--- src/rtl/pipe_pkg.sv ---
// Shared constants and helpers for the MEM->WB vector pipeline register.
package pipe_pkg;

  localparam int REG_ADDR_W_DEF = 5;

  // LSB position of lane i in a packed multi-lane bus
  function automatic int lane(input int i, input int width);
    return i * width;
  endfunction

  function automatic logic [63:0] sat_inc(input logic [63:0] v, input logic [63:0] max_v);
    return (v >= max_v) ? max_v : v + 64'd1;
  endfunction

endpackage

--- src/rtl/pipe_slot.sv ---
// One payload register with valid; state changes on the falling clock edge.
module pipe_slot #(
  parameter int PW = 8
) (
  input  logic          clk,
  input  logic          clr,
  input  logic          i_sclr,
  input  logic          i_load,
  input  logic          i_valid,
  input  logic [PW-1:0] i_data,
  output logic          o_valid,
  output logic [PW-1:0] o_data
);

  logic          r_valid;
  logic [PW-1:0] r_data;

  // Sync clear drops only the valid; stale payload is harmless once invalid
  always_ff @(negedge clk or posedge clr) begin
    if (clr) begin
      r_valid <= 1'b0;
      r_data  <= '0;
    end else if (i_sclr) begin
      r_valid <= 1'b0;
    end else if (i_load) begin
      r_data  <= i_data;
      r_valid <= i_valid;
    end
  end

  assign o_valid = r_valid;
  assign o_data  = r_data;

endmodule

--- src/rtl/pipe_mw_vec.sv ---
// MEM->WB pipeline register: LANES data lanes, valid/ready with one-entry skid, flush, stall counter.
module pipe_mw_vec
  import pipe_pkg::*;
#(
  parameter int WIDTH      = 32,
  parameter int LANES      = 4,
  parameter int REG_ADDR_W = REG_ADDR_W_DEF,
  parameter int CNT_W      = 16
) (
  input  logic                    CLK,
  input  logic                    CLR,
  input  logic                    FLUSH,
  input  logic                    VALID_M,
  output logic                    READY_M,
  input  logic                    REG_WRITE_M,
  input  logic                    MEM_TO_REG_M,
  input  logic [LANES-1:0]        LANE_MASK_M,
  input  logic [LANES*WIDTH-1:0]  READ_DATA_M,
  input  logic [LANES*WIDTH-1:0]  ALU_OUT_M,
  input  logic [REG_ADDR_W-1:0]   WRITE_REG_M,
  output logic                    VALID_W,
  input  logic                    READY_W,
  output logic                    REG_WRITE_W,
  output logic [LANES-1:0]        LANE_MASK_W,
  output logic [LANES*WIDTH-1:0]  RESULT_W,
  output logic [REG_ADDR_W-1:0]   WRITE_REG_W,
  output logic [CNT_W-1:0]        STALL_CNT
);

  localparam int DW      = LANES * WIDTH;
  localparam int PW      = 2 + LANES + 2 * DW + REG_ADDR_W;
  localparam int ALU_LSB = REG_ADDR_W;
  localparam int RD_LSB  = REG_ADDR_W + DW;
  localparam int MSK_LSB = REG_ADDR_W + 2 * DW;
  localparam logic [63:0] CNT_MAX = (64'd1 << CNT_W) - 64'd1;

  logic          w_acc, w_free;
  logic          w_out_v, w_skid_v;
  logic [PW-1:0] w_in_pl, w_out_pl, w_skid_pl, w_out_next;
  logic [CNT_W-1:0] r_cnt;

  assign w_in_pl = {REG_WRITE_M, MEM_TO_REG_M, LANE_MASK_M, READ_DATA_M, ALU_OUT_M, WRITE_REG_M};
  assign READY_M = ~w_skid_v;
  assign w_acc   = VALID_M & READY_M;
  assign w_free  = ~w_out_v | READY_W;

  // Skid contents take precedence so ordering stays FIFO
  assign w_out_next = w_skid_v ? w_skid_pl : w_in_pl;

  pipe_slot #(.PW(PW)) u_out_slot (
    .clk     (CLK),
    .clr     (CLR),
    .i_sclr  (FLUSH),
    .i_load  (w_free),
    .i_valid (w_skid_v | w_acc),
    .i_data  (w_out_next),
    .o_valid (w_out_v),
    .o_data  (w_out_pl)
  );

  pipe_slot #(.PW(PW)) u_skid_slot (
    .clk     (CLK),
    .clr     (CLR),
    .i_sclr  (FLUSH | (w_free & w_skid_v)),
    .i_load  (~w_free & w_acc),
    .i_valid (1'b1),
    .i_data  (w_in_pl),
    .o_valid (w_skid_v),
    .o_data  (w_skid_pl)
  );

  always_ff @(negedge CLK or posedge CLR) begin
    if (CLR) begin
      r_cnt <= '0;
    end else if (w_out_v & ~READY_W & ~FLUSH) begin
      r_cnt <= CNT_W'(sat_inc(64'(r_cnt), CNT_MAX));
    end
  end

  assign STALL_CNT   = r_cnt;
  assign VALID_W     = w_out_v;
  assign REG_WRITE_W = w_out_v & w_out_pl[PW-1];
  assign LANE_MASK_W = w_out_pl[MSK_LSB +: LANES] & {LANES{REG_WRITE_W}};
  assign WRITE_REG_W = w_out_pl[REG_ADDR_W-1:0];

  generate
    for (genvar gi = 0; gi < LANES; gi++) begin : g_lane
      localparam int LSB = lane(gi, WIDTH);
      assign RESULT_W[LSB +: WIDTH] = w_out_pl[PW-2] ? w_out_pl[RD_LSB + LSB +: WIDTH]
                                                     : w_out_pl[ALU_LSB + LSB +: WIDTH];
    end
  endgenerate

endmodule
--- config.mk ---
export PLATFORM = sky130hd
export DESIGN_NAME = pipe_mw_vec
export DESIGN_NICKNAME = d
export VERILOG_FILES = /design/src/rtl/pipe_pkg.sv /design/src/rtl/pipe_slot.sv /design/src/rtl/pipe_mw_vec.sv
export SDC_FILE = /design/constraint.sdc
export NUM_CORES = 1
export LEC_CHECK = 0
export ABC_CLOCK_PERIOD_IN_PS = 21600
export CORE_ASPECT_RATIO = 0.5
export CORE_MARGIN = 2
export CORE_UTILIZATION = 53
export DETAILED_ROUTE_END_ITERATION = 7
export PLACE_DENSITY = 0.81
export SKIP_CTS_REPAIR_TIMING = 1
export SLEW_MARGIN = 5
export SYNTH_ARGS = -nofsm -noshare
export SYNTH_HDL_FRONTEND = slang
export SYNTH_SLANG_ARGS = --single-unit
--- constraint.sdc ---
create_clock -name CLK -period 21.6 [get_ports CLK]
set_clock_uncertainty 0.2 [all_clocks]
set_input_delay 2.16 -clock CLK [delete_from_list [all_inputs] [get_ports CLK]]
set_output_delay 2.16 -clock CLK [all_outputs]
set_load 0.05 [all_outputs]
Yosys cells after proc, flatten, opt, wreduce, memory -nomap -nowiden
Cells that the tools add are included.
- muxes and demuxes: 10
- $add $sub $neg: 1
- reductions and logical operators: 4
- magnitude comparators: 1
- bitwise operators: 16
- operators with widths (cell ; number):
    $mux W267 ; 1
    $mux W32 ; 4
    $add A16 B1 Y16 const B ; 1
    $ge A16 B16 Y1 const B ; 1
    $mux W16 ; 1
    $and A1 B1 Y1 ; 6
    $not A1 Y1 ; 6
    $and A4 B4 Y4 ; 1
    $mux W1 ; 4
    $reduce_and A2 Y1 ; 2
    $reduce_bool A2 Y1 ; 2
    $or A1 B1 Y1 ; 3
- bits in registers: 552
- bits of input ports: 272

Logic depth before layout (Yosys ltp)
- depth after elaboration: 6
- depth in mapped cells: 7
- mapped depth without buffers: 5

Modules after synthesis
From an unflattened synthesis, not the netlist that was laid out.
- cell total of the unflattened synthesis: 1673
- area total of the unflattened synthesis: 27844.2 um^2
- modules (own cells, without submodules) (module ; sequential area each (um^2) ; area each (um^2) ; cells each ; instances):
    pipe_slot ; 6706.4 ; 11138.2 ; 569 ; 2
    pipe_mw_vec ; 400.4 ; 5567.8 ; 535 ; 1

==> impl_metrics.env <==
export IMPL_max_slew_margin_rel=0.282
export IMPL_cts_buffers_inserted=49
export IMPL_gp_congestion=0.816
export IMPL_syn_instance_count=1966
export IMPL_areaGrowthSynthToFinish_pct=25.8
export IMPL_start_kind="register"
export IMPL_numPortBuffers=427
export IMPL_synth_top_cells_by_area="dfrtn_1 56%, mux2i_1 11%, mux2_1 10%"
export IMPL_drive_gt1_frac=0.122
export IMPL_nets=2595
export IMPL_final_cell_area_sq_um=30900
export IMPL_place_hpwl_mm=36.6
export IMPL_power_mw=3.00
export IMPL_routedWlPerCell_microns=18.9
export IMPL_clk_pin_slew_worst_paths_ns=0.05
export IMPL_overflow=0
export IMPL_grt_max_degree=174
export IMPL_peakVddDrop_v=0.0000627
export IMPL_powerDensity_nw_per_um2=97.2
export IMPL_placed_area_sq_um=29000
export IMPL_ys_warn_count=0
export IMPL_drt_antenna_violating_nets=0
export IMPL_drv_cap=0
export IMPL_htree_levels=2
export IMPL_critical_path_class="register to output port"
export IMPL_ys_async_sr_fraction=1.00
export IMPL_dieWidth_microns=308
export IMPL_yosysTopAreaCell="dfrtn_1"
export IMPL_critPathBufInv=2
export IMPL_holdPathStages=2
export IMPL_clock_sinks=552
export IMPL_clockBufferDepth=3
export IMPL_r2r_start="u_out_slot.o_valid"
export IMPL_crit_chain="buf_4, mux2_2, clkdlybuf4s50_1"
export IMPL_core_area_sq_um=45500
export IMPL_ys_seq_elements=552
export IMPL_r2r_cells=4
export IMPL_clk_latency_ns=0.56
export IMPL_cp_end_kind="output port"
export IMPL_ys_flop_type="dfrtn_1"
export IMPL_fin_util=0.679
export IMPL_r2r_end="u_skid_slot.o_data[247]"
export IMPL_report_final_hold_viol_count=0
export IMPL_avgViaCountPerCell=5.33
export IMPL_routed_wirelength_mm=56.9
export IMPL_yosysMostFrequentCell="dfrtn_1"
export IMPL_track_usage=0.234
export IMPL_synth_common_cells="552 x dfrtn_1, 281 x nand2_1, 271 x o21ai_0"
export IMPL_slew_viol_final=0
export IMPL_cts_tree="done"
export IMPL_drtPass1Iterations=6
export IMPL_min_from="u_out_slot.o_data[113]"
export IMPL_syn_area_sq_um=24600
export IMPL_synth_edf_count=0
export IMPL_required_ns=19.24
export IMPL_rsz0062_at_grt="no"
export IMPL_min_to="u_out_slot.o_data[113]"
export IMPL_avgSynthCellArea_sq_um=12.5
export IMPL_leakage_nw=12.8
export IMPL_grt_pass1_wl_mm=89.2
export IMPL_num_vias=16000
export IMPL_dieArea_sq_um=48200
export IMPL_fp_row_count=55
export IMPL_drc_errors=0
export IMPL_synth_nets=2239
export IMPL_finalSetupViolCount=0
export IMPL_cp_slowest_stage_delay_ns=0.87
export IMPL_synth_top_area_frac=0.562
export IMPL_grt_pass1_vias=16800
export IMPL_cp_slowest_cell="clkdlybuf4s50_1"
export IMPL_status="completed"
export IMPL_fp_dieH_microns=156
export IMPL_initial_utilization=0.540
export IMPL_cts_root_buf="clkbuf_16"
export IMPL_setup_tns_ns=0
export IMPL_boundaryPins=428
export IMPL_hold_ws_ns=0.218
export IMPL_r2r_slack_ns=17.84
export IMPL_ys_types=35
export IMPL_cp_data_arrival_time_ns=14.29
export IMPL_seq_area_frac_synth=0.562
export IMPL_crit_family="buffers and inverters"
export IMPL_worst_slew_pin_slew_ns=1.08
export IMPL_antenna_found_initial=16
export IMPL_drtIter0Drc=950
export IMPL_nFillCells=3407
export IMPL_path_max_fanout=62
export IMPL_hp_class="register to register"
## power by group
| part | switching (mW) | internal [mW] |
|---|---|---|
| combinational | 0.369 | 0.288 |
| clock | 0.401 | 0.584 |
| sequential | 0.107 | 1.25 |
## layout make-up
cell class	instances	area [sq um]	area share
multi-input combinational	1270	9960	0.323
tap	627	785	0.0254
clock buffer	68	1470	0.0476
inverter	4	18.8	0.000608
sequential	552	13800	0.447
antenna	16	40.0	0.00130
timing repair buffer	445	4450	0.144
clock inverter	23	350	0.0113
## kinds of logic after synthesis
logic type | after synthesis | share of synthesized area
AO/OA/AOI/OAI | 278 | 0.0573
XOR/XNOR | 10 | 0.00357
adder cells (fa/ha/maj) | 1 | 0.000509
buffers and inverters | 144 | 0.0323
flip-flops | 552 | 0.562
multiplexers | 662 | 0.290
AND/OR/NAND/NOR | 319 | 0.0540
## sequential cells by signal (all words and copies together) (netlist names)
register,cells
STALL_CNT,16
u_skid_slot.o_data,267
u_skid_slot.o_valid,1
u_out_slot.o_valid,1
u_out_slot.o_data,267
## per-stage QoR
| step | std cells | worst slack, ns |
|---|---|---|
| floorplan | 1966 | 1.17 |
| detailed placement | 2898 | 5.11 |
| global route | 3005 | 4.83 |
| finish | 3005 | 4.95 |
| global placement | 2898 | 5.14 |
| CTS | 2989 | 4.92 |
## worst max-delay path by stage
stage                      startpoint                      end  slack (ns)  depth (start not counted)
6_report       u_out_slot.o_data[265]             RESULT_W[77]        4.95                          3
5_1_grt        u_out_slot.o_data[265]             RESULT_W[63]        4.83                          3
4_1_cts        u_out_slot.o_data[265]             RESULT_W[63]        4.92                          3
3_5_place_dp                    FLUSH  u_skid_slot.o_data[237]        5.11                          5
3_3_place_gp                    FLUSH  u_skid_slot.o_data[248]        5.14                          5
2_1_floorplan                     CLR             STALL_CNT[0]        1.17                          1
## per-layer routing
layer  up-vias  global-route usage  share of wire
met5         -                   0              0
met4         0               0.123          0.048
met3       133              0.0387          0.034
met2       292               0.410           0.51
met1      8001               0.280           0.40
li1       7604                   -              -
## worst min-delay path, stage by stage (launching register included)
cell,delay (ns)
dfrtn_1,0.40
nand2_1,0.05
o21ai_0,0.06
## cell usage in the layout, fill, tap and decap left out, types with 4 or more instances in the layout
cell type,synthesis,routed
dfrtn_1,552,552
clkdlybuf4s50_1,0,427
nand2_1,281,281
o21ai_0,271,271
mux2i_1,267,267
mux2_1,222,222
mux2_2,173,173
clkbuf_16,0,51
diode_2,0,16
buf_4,7,15
clkbuf_8,0,13
clkinv_2,0,11
bufinv_16,0,9
and3_1,8,7
xnor2_1,7,7
nand4_1,6,6
nand3_1,6,6
nor2_1,4,4
clkbuf_1,76,4
(Power assumes the default switching activity.)
